**src/rtl/top_module_switch_pkg.sv**
```systemverilog
// ============================================================================
// Module      : noc_pkg
// Description : Shared NoC types, header field offsets and port indices.
// Revision    : 1.0 - initial release
// ============================================================================
`default_nettype none

package noc_pkg;

  typedef enum logic [1:0] {
    BODY = 2'b00,
    HEAD = 2'b01,
    TAIL = 2'b10
  } flit_type_e;

  typedef enum logic [1:0] {
    IDLE  = 2'b00,
    BUSY  = 2'b01,
    DRAIN = 2'b10
  } switch_state_e;

  localparam int c_coord_w    = 4;
  localparam int c_dest_x_lsb = 9;
  localparam int c_dest_y_lsb = 5;
  localparam int c_loc_lsb    = 2;

  localparam logic [1:0] c_port_e = 2'd0;
  localparam logic [1:0] c_port_w = 2'd1;
  localparam logic [1:0] c_port_n = 2'd2;
  localparam logic [1:0] c_port_s = 2'd3;

  // Encoding 11 is not HEAD or TAIL, so it naturally falls through as body.
  function automatic logic is_head(input logic [1:0] t);
    return t == HEAD;
  endfunction

  function automatic logic is_tail(input logic [1:0] t);
    return t == TAIL;
  endfunction

endpackage

`default_nettype wire

```
**src/rtl/top_module_switch_if.sv**
```systemverilog
// ============================================================================
// Module      : top_module_switch_if
// Description : Upstream and per-port downstream link signals of the switch.
// Revision    : 1.0 - initial release
// ============================================================================
`default_nettype none

interface top_module_switch_if #(
  parameter int WORD_WIDTH = 32,
  parameter int OUTPORTS   = 4
) ();
  logic                  gen_enable;
  logic                  req_up_i;
  logic [WORD_WIDTH-1:0] Data_up_i;
  logic                  ack_up_o;
  logic [OUTPORTS-1:0]   req_dw_o;
  logic [WORD_WIDTH-1:0] Data_dw0_o;
  logic [WORD_WIDTH-1:0] Data_dw1_o;
  logic [WORD_WIDTH-1:0] Data_dw2_o;
  logic [WORD_WIDTH-1:0] Data_dw3_o;
  logic [OUTPORTS-1:0]   ack_dw_i;
  logic [OUTPORTS-1:0]   Tailpassed_dw_i;
  logic [OUTPORTS-1:0]   PacketEnable_dw_o;

  modport master (
    output gen_enable, req_up_i, Data_up_i, ack_dw_i, Tailpassed_dw_i,
    input  ack_up_o, req_dw_o, Data_dw0_o, Data_dw1_o, Data_dw2_o, Data_dw3_o,
           PacketEnable_dw_o
  );

  modport slave (
    input  gen_enable, req_up_i, Data_up_i, ack_dw_i, Tailpassed_dw_i,
    output ack_up_o, req_dw_o, Data_dw0_o, Data_dw1_o, Data_dw2_o, Data_dw3_o,
           PacketEnable_dw_o
  );
endinterface

`default_nettype wire

```
**src/rtl/top_module_switch_xy_route.sv**
```systemverilog
// ============================================================================
// Module      : xy_route
// Description : Combinational XY routing of a header to an output port index.
// Revision    : 1.0 - initial release
// ============================================================================
`default_nettype none

module xy_route
  import noc_pkg::*;
#(
  parameter int X_LOC = 2,
  parameter int Y_LOC = 1
) (
  input  wire logic [c_coord_w-1:0] dest_x,
  input  wire logic [c_coord_w-1:0] dest_y,
  input  wire logic [1:0]           loc,
  output logic      [1:0]           port
);

  localparam logic [c_coord_w-1:0] c_x = c_coord_w'(X_LOC);
  localparam logic [c_coord_w-1:0] c_y = c_coord_w'(Y_LOC);

  always_comb begin
    port = loc;
    if (dest_x > c_x)      port = c_port_e;
    else if (dest_x < c_x) port = c_port_w;
    else if (dest_y > c_y) port = c_port_n;
    else if (dest_y < c_y) port = c_port_s;
  end

endmodule

`default_nettype wire

```
**src/rtl/top_module_switch.sv**
```systemverilog
// ============================================================================
// Module      : top_module_switch
// Description : 1-in/4-out two-phase packet switch, one flit holding register.
// Revision    : 1.0 - initial release
// ============================================================================
`default_nettype none

module top_module_switch
  import noc_pkg::*;
#(
  parameter int WORD_WIDTH = 32,
  parameter int OUTPORTS   = 4,
  parameter int X_LOC      = 2,
  parameter int Y_LOC      = 1
) (
  input wire logic          clk,
  input wire logic          reset,
  top_module_switch_if.slave sw
);

  switch_state_e         r_state;
  logic [1:0]            r_port;
  logic                  r_hold_valid;
  logic [WORD_WIDTH-1:0] r_hold_data;
  logic                  r_ack_up;
  logic [OUTPORTS-1:0]   r_req_dw;
  logic [OUTPORTS-1:0]   r_pkt_en;
  logic [WORD_WIDTH-1:0] r_data_dw [OUTPORTS];

  logic [1:0]            w_route_port;
  logic [OUTPORTS-1:0]   w_route_onehot;
  logic                  w_accept;
  logic                  w_port_idle;
  logic                  w_forward;
  logic                  w_release;

  xy_route #(
    .X_LOC (X_LOC),
    .Y_LOC (Y_LOC)
  ) u_xy_route (
    .dest_x (sw.Data_up_i[c_dest_x_lsb +: c_coord_w]),
    .dest_y (sw.Data_up_i[c_dest_y_lsb +: c_coord_w]),
    .loc    (sw.Data_up_i[c_loc_lsb +: 2]),
    .port   (w_route_port)
  );

  assign w_route_onehot = {{(OUTPORTS-1){1'b0}}, 1'b1} << w_route_port;
  assign w_accept    = sw.gen_enable && (sw.req_up_i != r_ack_up)
                       && !r_hold_valid && (r_state != DRAIN);
  assign w_port_idle = (sw.ack_dw_i[r_port] == r_req_dw[r_port]);
  assign w_forward   = r_hold_valid && w_port_idle;
  // The holding register must also be empty so a stale Tailpassed cannot
  // release the port before the tail has actually been sent downstream.
  assign w_release   = (r_state == DRAIN) && !r_hold_valid && w_port_idle
                       && sw.Tailpassed_dw_i[r_port];

  always_ff @(posedge clk or negedge reset) begin
    if (!reset) begin
      r_state      <= IDLE;
      r_port       <= 2'd0;
      r_hold_valid <= 1'b0;
      r_hold_data  <= '0;
      r_ack_up     <= 1'b0;
      r_req_dw     <= '0;
      r_pkt_en     <= '0;
      for (int i = 0; i < OUTPORTS; i++) r_data_dw[i] <= '0;
    end else begin
      if (w_forward) begin
        r_req_dw[r_port]  <= ~r_req_dw[r_port];
        r_data_dw[r_port] <= r_hold_data;
        r_hold_valid      <= 1'b0;
      end
      if (w_accept) begin
        r_ack_up <= sw.req_up_i;
        case (r_state)
          IDLE: begin
            // Non-head flits arriving outside a packet are acked and dropped.
            if (is_head(sw.Data_up_i[1:0])) begin
              r_hold_valid <= 1'b1;
              r_hold_data  <= sw.Data_up_i;
              r_port       <= w_route_port;
              r_pkt_en     <= w_route_onehot;
              r_state      <= BUSY;
            end
          end
          BUSY: begin
            r_hold_valid <= 1'b1;
            r_hold_data  <= sw.Data_up_i;
            if (is_tail(sw.Data_up_i[1:0])) r_state <= DRAIN;
          end
          default: ;
        endcase
      end
      if (w_release) begin
        r_pkt_en <= '0;
        r_state  <= IDLE;
      end
    end
  end

  assign sw.ack_up_o          = r_ack_up;
  assign sw.req_dw_o          = r_req_dw;
  assign sw.PacketEnable_dw_o = r_pkt_en;
  assign sw.Data_dw0_o        = r_data_dw[0];
  assign sw.Data_dw1_o        = r_data_dw[1];
  assign sw.Data_dw2_o        = r_data_dw[2];
  assign sw.Data_dw3_o        = r_data_dw[3];

endmodule

`default_nettype wire

```
**src/flat_wrapper.sv**
```systemverilog
// flat-port wrapper written by rule: the top's interface ports become plain ports
module top_module_switch_flat import noc_pkg::*;
#(
  parameter int WORD_WIDTH = 32,
  parameter int OUTPORTS   = 4,
  parameter int X_LOC      = 2,
  parameter int Y_LOC      = 1
)
  (clk, reset, sw_gen_enable, sw_req_up_i, sw_Data_up_i, sw_ack_dw_i, sw_Tailpassed_dw_i, sw_ack_up_o, sw_req_dw_o, sw_Data_dw0_o, sw_Data_dw1_o, sw_Data_dw2_o, sw_Data_dw3_o, sw_PacketEnable_dw_o);
  top_module_switch_if #(.WORD_WIDTH(WORD_WIDTH), .OUTPORTS(OUTPORTS)) sw_i ();
  input wire logic clk;
  input wire logic reset;
  input wire logic [$bits(sw_i.gen_enable)-1:0] sw_gen_enable;
  input wire logic [$bits(sw_i.req_up_i)-1:0] sw_req_up_i;
  input wire logic [$bits(sw_i.Data_up_i)-1:0] sw_Data_up_i;
  input wire logic [$bits(sw_i.ack_dw_i)-1:0] sw_ack_dw_i;
  input wire logic [$bits(sw_i.Tailpassed_dw_i)-1:0] sw_Tailpassed_dw_i;
  output wire logic [$bits(sw_i.ack_up_o)-1:0] sw_ack_up_o;
  output wire logic [$bits(sw_i.req_dw_o)-1:0] sw_req_dw_o;
  output wire logic [$bits(sw_i.Data_dw0_o)-1:0] sw_Data_dw0_o;
  output wire logic [$bits(sw_i.Data_dw1_o)-1:0] sw_Data_dw1_o;
  output wire logic [$bits(sw_i.Data_dw2_o)-1:0] sw_Data_dw2_o;
  output wire logic [$bits(sw_i.Data_dw3_o)-1:0] sw_Data_dw3_o;
  output wire logic [$bits(sw_i.PacketEnable_dw_o)-1:0] sw_PacketEnable_dw_o;
  assign sw_i.gen_enable = sw_gen_enable;
  assign sw_i.req_up_i = sw_req_up_i;
  assign sw_i.Data_up_i = sw_Data_up_i;
  assign sw_i.ack_dw_i = sw_ack_dw_i;
  assign sw_i.Tailpassed_dw_i = sw_Tailpassed_dw_i;
  assign sw_ack_up_o = sw_i.ack_up_o;
  assign sw_req_dw_o = sw_i.req_dw_o;
  assign sw_Data_dw0_o = sw_i.Data_dw0_o;
  assign sw_Data_dw1_o = sw_i.Data_dw1_o;
  assign sw_Data_dw2_o = sw_i.Data_dw2_o;
  assign sw_Data_dw3_o = sw_i.Data_dw3_o;
  assign sw_PacketEnable_dw_o = sw_i.PacketEnable_dw_o;
  top_module_switch #(.WORD_WIDTH(WORD_WIDTH), .OUTPORTS(OUTPORTS), .X_LOC(X_LOC), .Y_LOC(Y_LOC)) u_core (.clk(clk), .reset(reset), .sw(sw_i));
endmodule
```
**config.mk**
```make
export PLATFORM = sky130hd
export DESIGN_NAME = top_module_switch_flat
export DESIGN_NICKNAME = d
export VERILOG_FILES = /design/src/rtl/top_module_switch_pkg.sv /design/src/rtl/top_module_switch_if.sv /design/src/rtl/top_module_switch_xy_route.sv /design/src/rtl/top_module_switch.sv /design/src/flat_wrapper.sv
export SDC_FILE = /design/constraint.sdc
export NUM_CORES = 1
export LEC_CHECK = 0
export CORE_MARGIN = 2
export CORE_UTILIZATION = 34
export CTS_BUF_LIST = sky130_fd_sc_hd__clkbuf_16
export CTS_CLUSTER_SIZE = 12
export DETAILED_ROUTE_END_ITERATION = 10
export GPL_TIMING_DRIVEN = 0
export SYNTH_ARGS = -nofsm -noshare
export SYNTH_HDL_FRONTEND = slang
export SYNTH_SLANG_ARGS = --single-unit
```
**constraint.sdc**
```tcl
create_clock -name clk -period 2.44 [get_ports clk]
set_input_delay 0.366 -clock clk [delete_from_list [all_inputs] [get_ports clk]]
set_output_delay 0.366 -clock clk [all_outputs]
set_load 0.01 [all_outputs]
```
# Word level (Yosys, flattened, before mapping)
# Cells that the tools add are included.
# Widths: inputs -> output; s select.
[classes]
n_lt_le_gt_ge = 8
n_eq_ne = 10
shift = 1
n_mux = 31
n_bitwise = 2
n_reduce_logical = 20
[ops]
columns = ["cell", "n"]
rows = [
  ["$bwmux 128", 1],
  ["$demux 32 s2", 1],
  ["$mux 32", 2],
  ["$pmux 32 s2", 1],
  ["$mux 2", 8],
  ["$mux 4", 4],
  ["$logic_and 1x1->1", 9],
  ["$reduce_and 3->1", 3],
  ["$reduce_bool 2->1", 4],
  ["$mux 1", 7],
  ["$bmux 1 s2", 3],
  ["$ne 3x1->1 const B", 2],
  ["$bwmux 4", 1],
  ["$eq 2x1->1 const B", 2],
  ["$eq 2x2->1 const B", 2],
  ["$gt 4x1->1 const B", 1],
  ["$gt 4x2->1 const B", 1],
  ["$lt 4x1->1 const B", 1],
  ["$lt 4x2->1 const B", 1],
  ["$pmux 2 s2", 1],
  ["$reduce_and 4->1", 1],
  ["$shl 1x2->4 const A", 1],
  ["$ge 3x3->1 const B", 1],
  ["$lt 2x3->1 const B", 1],
  ["other kinds (13)", 13],
]
[totals]
regBits = 174

# Depth between registers and ports, before layout
[logic_depth]
ltp_word = 10
depth_mapped = 6
ltp_nobuf = 4

# Modules after synthesis
# Synthesis repeated with hierarchy kept, for this count alone.
[unflattened]
hier_cells = 423
hier_area_um2 = 6731.5
[by_module_without_submodules]
columns = ["module", "n_inst", "cells_each", "area_per_inst_um2"]
rows = [
  ["top_module_switch", 1, 414, 6676.4],
  ["xy_route", 1, 9, 55.1],
]

# Worst setup path before layout
# No wires, ideal clock.
[synth_timing]
path_type = "reg-to-reg"
start = "register u_core.r_port[0]"
end = "register u_core.r_pkt_en[1], in the netlist u_core.sw.PacketEnable_dw_o[1]"
setup_time_ps = 122
t_arrival_ps = 1647
t_required_ps = 2318
slack_ps = 671
stages_incl_launch_ff = 6
path_buffers = 1
cell_sequence = "dfrtp_1 buf_6 mux4_2 xor2_1 or2_4 a32o_1"
[synth_between]
elab_chain_cells = 7
elab_cells_between_ends = 14
[synth_lines]
columns = ["element", "line_no", "source"]
rows = [
  ["start, declared", "top_module_switch.sv:22", "logic [1:0] r_port;"],
  ["start signal, assigned", "top_module_switch.sv:81", "r_port <= w_route_port;"],
  ["$bmux 1 s2", "top_module_switch.sv:50", "assign w_port_idle = (sw.ack_dw_i[r_port] == r_req_dw[r_port]);"],
  ["$mux 1 (implied by the code)", "top_module_switch.sv:50", ""],
  ["$eq 1x1->1", "top_module_switch.sv:50", ""],
  ["$logic_and 1x1->1", "top_module_switch.sv:54", "assign w_release = (r_state == DRAIN) && !r_hold_valid && w_port_idle"],
  ["$logic_and 1x1->1 *", "top_module_switch.sv:55", "&& sw.Tailpassed_dw_i[r_port];"],
  ["$reduce_bool 2->1 (no source line)", "n/a", ""],
  ["$reduce_and 3->1 (no source line)", "n/a", ""],
  ["end signal, assigned", "top_module_switch.sv:82", "r_pkt_en <= w_route_onehot;"],
  ["end, declared", "top_module_switch.sv:27", "logic [OUTPORTS-1:0] r_pkt_en;"],
]
# Every way passes the cells marked *; elsewhere a longest branch is shown, timed or not. The select of a mux whose other input is x is not followed.
# A chain may end at the register's enable or synchronous reset.

# Final worst setup path
[layout_timing]
start = "register u_core.r_port[1]"
end = "register u_core.r_data_dw (netlist bit u_core.sw.Data_dw1_o[15])"
[layout_between]
elab_chain_cells = 6
elab_cells_between_ends = 13
[layout_lines]
columns = ["element", "line_no", "source"]
rows = [
  ["$not 2->3 (implied by the code)", "top_module_switch.sv:70", "r_data_dw[r_port] <= r_hold_data;"],
  ["$ge 3x3->1 (implied by the code) / $lt 3x1->1 (equally long branches)", "top_module_switch.sv:70", ""],
  ["$logic_and 1x1->1 (implied by the code)", "top_module_switch.sv:70", ""],
  ["$mux 32 (implied by the code)", "top_module_switch.sv:70", ""],
  ["$demux 32 s2", "top_module_switch.sv:70", ""],
  ["$bwmux 128", "top_module_switch.sv:70", ""],
  ["end signal, assigned by index", "top_module_switch.sv:70", ""],
  ["end, declared", "top_module_switch.sv:28", "logic [WORD_WIDTH-1:0] r_data_dw [OUTPORTS];"],
]
# Parallel ways exist; a longest one is shown, timed or not. The select of a mux whose other input is x is not followed.

==> results.json <==
{
  "cts_resized": 0,
  "die-area_um2": 20900,
  "r2r_end": "u_core.sw.Data_dw1_o[15]",
  "cts_hold_buf": 1,
  "clockRootBuffer": "clkbuf_16",
  "yosysTopAreaCell": "dfrtp_1",
  "synth_top_area_share_pct": 64.9,
  "synth_edf_count": 0,
  "yosysMostFrequentCell": "dfrtp_1",
  "synth.avg_cell_area_um2": 16.1,
  "diodes": 0,
  "postRouteAntennaNets": 0,
  "post-place-cells": 862,
  "ys_async_sr_fraction_pct": 100,
  "clock_path_buffers": 2,
  "cts.clk_slew.worst_paths_ps": 70,
  "drive_above_1_share_pct": 34.3,
  "cts_tree": "built",
  "required_ps": 2750,
  "worst_slew_pin_slew_ps": 790,
  "synthTopCellsByCount": "dfrtp_1, mux2_2, buf_2",
  "clock_skew_ps": 9.93,
  "timing.rr.start": "u_core.r_port[1]",
  "crit_path_end": "u_core.sw.Data_dw1_o[15]",
  "switching_power_uw": 2610,
  "grt_pass1_wl_um": 26000,
  "grt_pass1_vias": 4649,
  "clock_latency_ps": 420,
  "combPwrFrac_pct": 24.8,
  "status": "complete, no violations",
  "antenna_found_initial": 0,
  "period_share_pct": 90.9,
  "post-dp-hpwl_um": 11500,
  "synth-seq-cells": 174,
  "crit_path_start": "u_core.r_port[1]",
  "instances_no_fill": 895,
  "cellPowerDensity_nw_per_um2": 962,
  "first_pass_iters": 5,
  "fin_tns_setup_ps": 0,
  "hold_violations": 0,
  "row_count": 51,
  "setup_violations": 0,
  "htreeDepth": 4,
  "overflow": 0,
  "cts.sinks": 174,
  "portBuffers": 180,
  "grt_max_degree": 91,
  "io_pins": 181,
  "cap_viol_max_count": 0,
  "yosys-top-cells-area": "dfrtp_1, mux2_2, buf_2, mux4_2, nor2_1",
  "slew_viol_final": 0,
  "rsz0062_at_grt": "no",
  "synth_cell_types": 36,
  "mappedNetlistArea_um2": 6700,
  "critPathCaptureType": "flop",
  "ys_seq_area_share_pct": 64.9,
  "swShare_pct": 28.6,
  "internal-power_uw": 6500,
  "wire_per_inst_um": 18.5,
  "r2r_slack_ps": 220,
  "fmax_ghz": 0.451,
  "initial_utilization_pct": 34.6,
  "wirelength_um": 16600,
  "finish.net_count": 661,
  "max-slew-margin-rel_pct": 47.3,
  "p_seq_share_pct": 45.4,
  "fin_crit_ps": 2220,
  "numCtsBuffers": 17,
  "ys.flop_type": "dfrtp_1",
  "synthCells": 416,
  "synth_warnings": 0,
  "grt_use_total_pct": 16.7,
  "area_growth_pct": 41.2,
  "timing.hold.ws_ps": 503,
  "die_y_um": 144,
  "cts_setup_buffers": 0,
  "ir_worst_vdd_v": 0.000479,
  "drtIter0Drc": 95,
  "crit_fanout": 10,
  "gp_congestion": 0.794,
  "leakage_uw": 0.00428,
  "dieWidth_um": 144,
  "r2r_cells": 5,
  "clkPwrFrac_pct": 29.8,
  "vias": 4218,
  "cp.arrival_ps": 2530,
  "viasPerCell": 4.71,
  "startpoint_type": "flop",
  "hp-class": "in2async",
  "syn_nets": 460,
  "drc": 0,
  "core_um2": 19400,
  "path_class": "reg2reg"
}
==> area by class of cell <==
| class | count | area (µm²) |
|---|---|---|
| Clock inverter | 15 | 159 |
| Tap cell | 265 | 332 |
| Buffer | 19 | 95.1 |
| Multi-Input combinational cell | 220 | 2240 |
| Timing Repair Buffer | 182 | 1840 |
| Inverter | 3 | 11.3 |
| Sequential cell | 174 | 4350 |
| Clock buffer | 17 | 425 |
| Fill cell | 1702 | 9930 |
==> power groups by stage <==
stage | clock (µW) | combinational, µW | sequential, µW
2_1_floorplan | 0 | 955 | 4210
3_3_place_gp | 0 | 2230 | 4140
3_5_place_dp | 0 | 2290 | 4190
4_1_cts | 2780 | 2300 | 4150
5_1_grt | 2900 | 2440 | 4260
6_report | 2710 | 2260 | 4140
==> critical path: stages, from the launching register on <==
cell	delay (ps)
dfrtp_1	360
clkbuf_1	200
and4b_2	310
clkbuf_1	430
buf_2	430
mux2_2	380
==> per-stage QoR <==
stage	setup slack, ps	util, %	power (µW)	instance area, µm²
final	222	48.8	9110	9460
after global routing	38.1	48.8	9600	9460
after CTS	196	48.8	9230	9460
after detailed placement	-147	45.7	6480	8870
after global placement	-5850	45.6	6380	8840
after floorplan	671	-	5160	6700
==> cells in the final DEF (no fill, tap or decap), types with 3 or more instances in the layout <==
cell,n
inv_1,3
clkdlybuf4s50_1,179
xnor2_1,3
nor2_1,10
buf_1,3
clkbuf_16,17
inv_6,4
clkinv_4,3
nand2_1,5
xor2_1,3
a21oi_1,5
buf_2,13
clkinv_2,3
dfrtp_1,174
mux2_2,161
nor3_1,3
==> per-layer routing <==
layer  track usage (%)  vias to the layer above  wire [µm]  share of wire [%]
met4              5.88                        0        271                1.6
met3              5.89                       24       1170                7.1
met5                 0                        -          0                  0
met2              27.1                      129       7950                 48
met1              20.8                     2172       7160                 43
li1                  -                     1893          -                  -
==> state kept, by name, indices dropped and copies added, names as in the netlist <==
name	cells
u_core.r_hold_valid	1
u_core.sw.Data_dw2_o	32
u_core.sw.ack_up_o	1
u_core.sw.Data_dw3_o	32
u_core.r_port	2
u_core.sw.req_dw_o	4
u_core.sw.Data_dw1_o	32
u_core.sw.PacketEnable_dw_o	4
u_core.r_hold_data	32
u_core.sw.Data_dw0_o	32
u_core.r_state	2
==> how the worst min path moves through the flow <==
stage,startpoint,end,cells after the start
finish,reset,u_core.sw.Data_dw1_o[30],2
detailed placement,reset,u_core.sw.Data_dw1_o[30],1
global placement,u_core.sw.Data_dw0_o[25],u_core.sw.Data_dw0_o[25],1
floorplan,reset,u_core.r_hold_data[0],0
global route,u_core.sw.Data_dw0_o[24],u_core.sw.Data_dw0_o[24],1
CTS,u_core.sw.Data_dw0_o[0],u_core.sw.Data_dw0_o[0],1
==> cell families (layout without fill, tap and decap cells) <==
group                     count (synthesis)  count (layout)  share of synthesized area, %
buffers and inverters                    22             236                          1.59
DFF                                     174             174                          64.9
AOI/OAI and AO/OA                        18              18                          1.81
and+or+nand+nor                          32              32                          2.76
muxes                                   164             164                          28.1
xor gates and xnor gates                  6               6                         0.784
No activity file was read; power rests on OpenSTA's default activity.
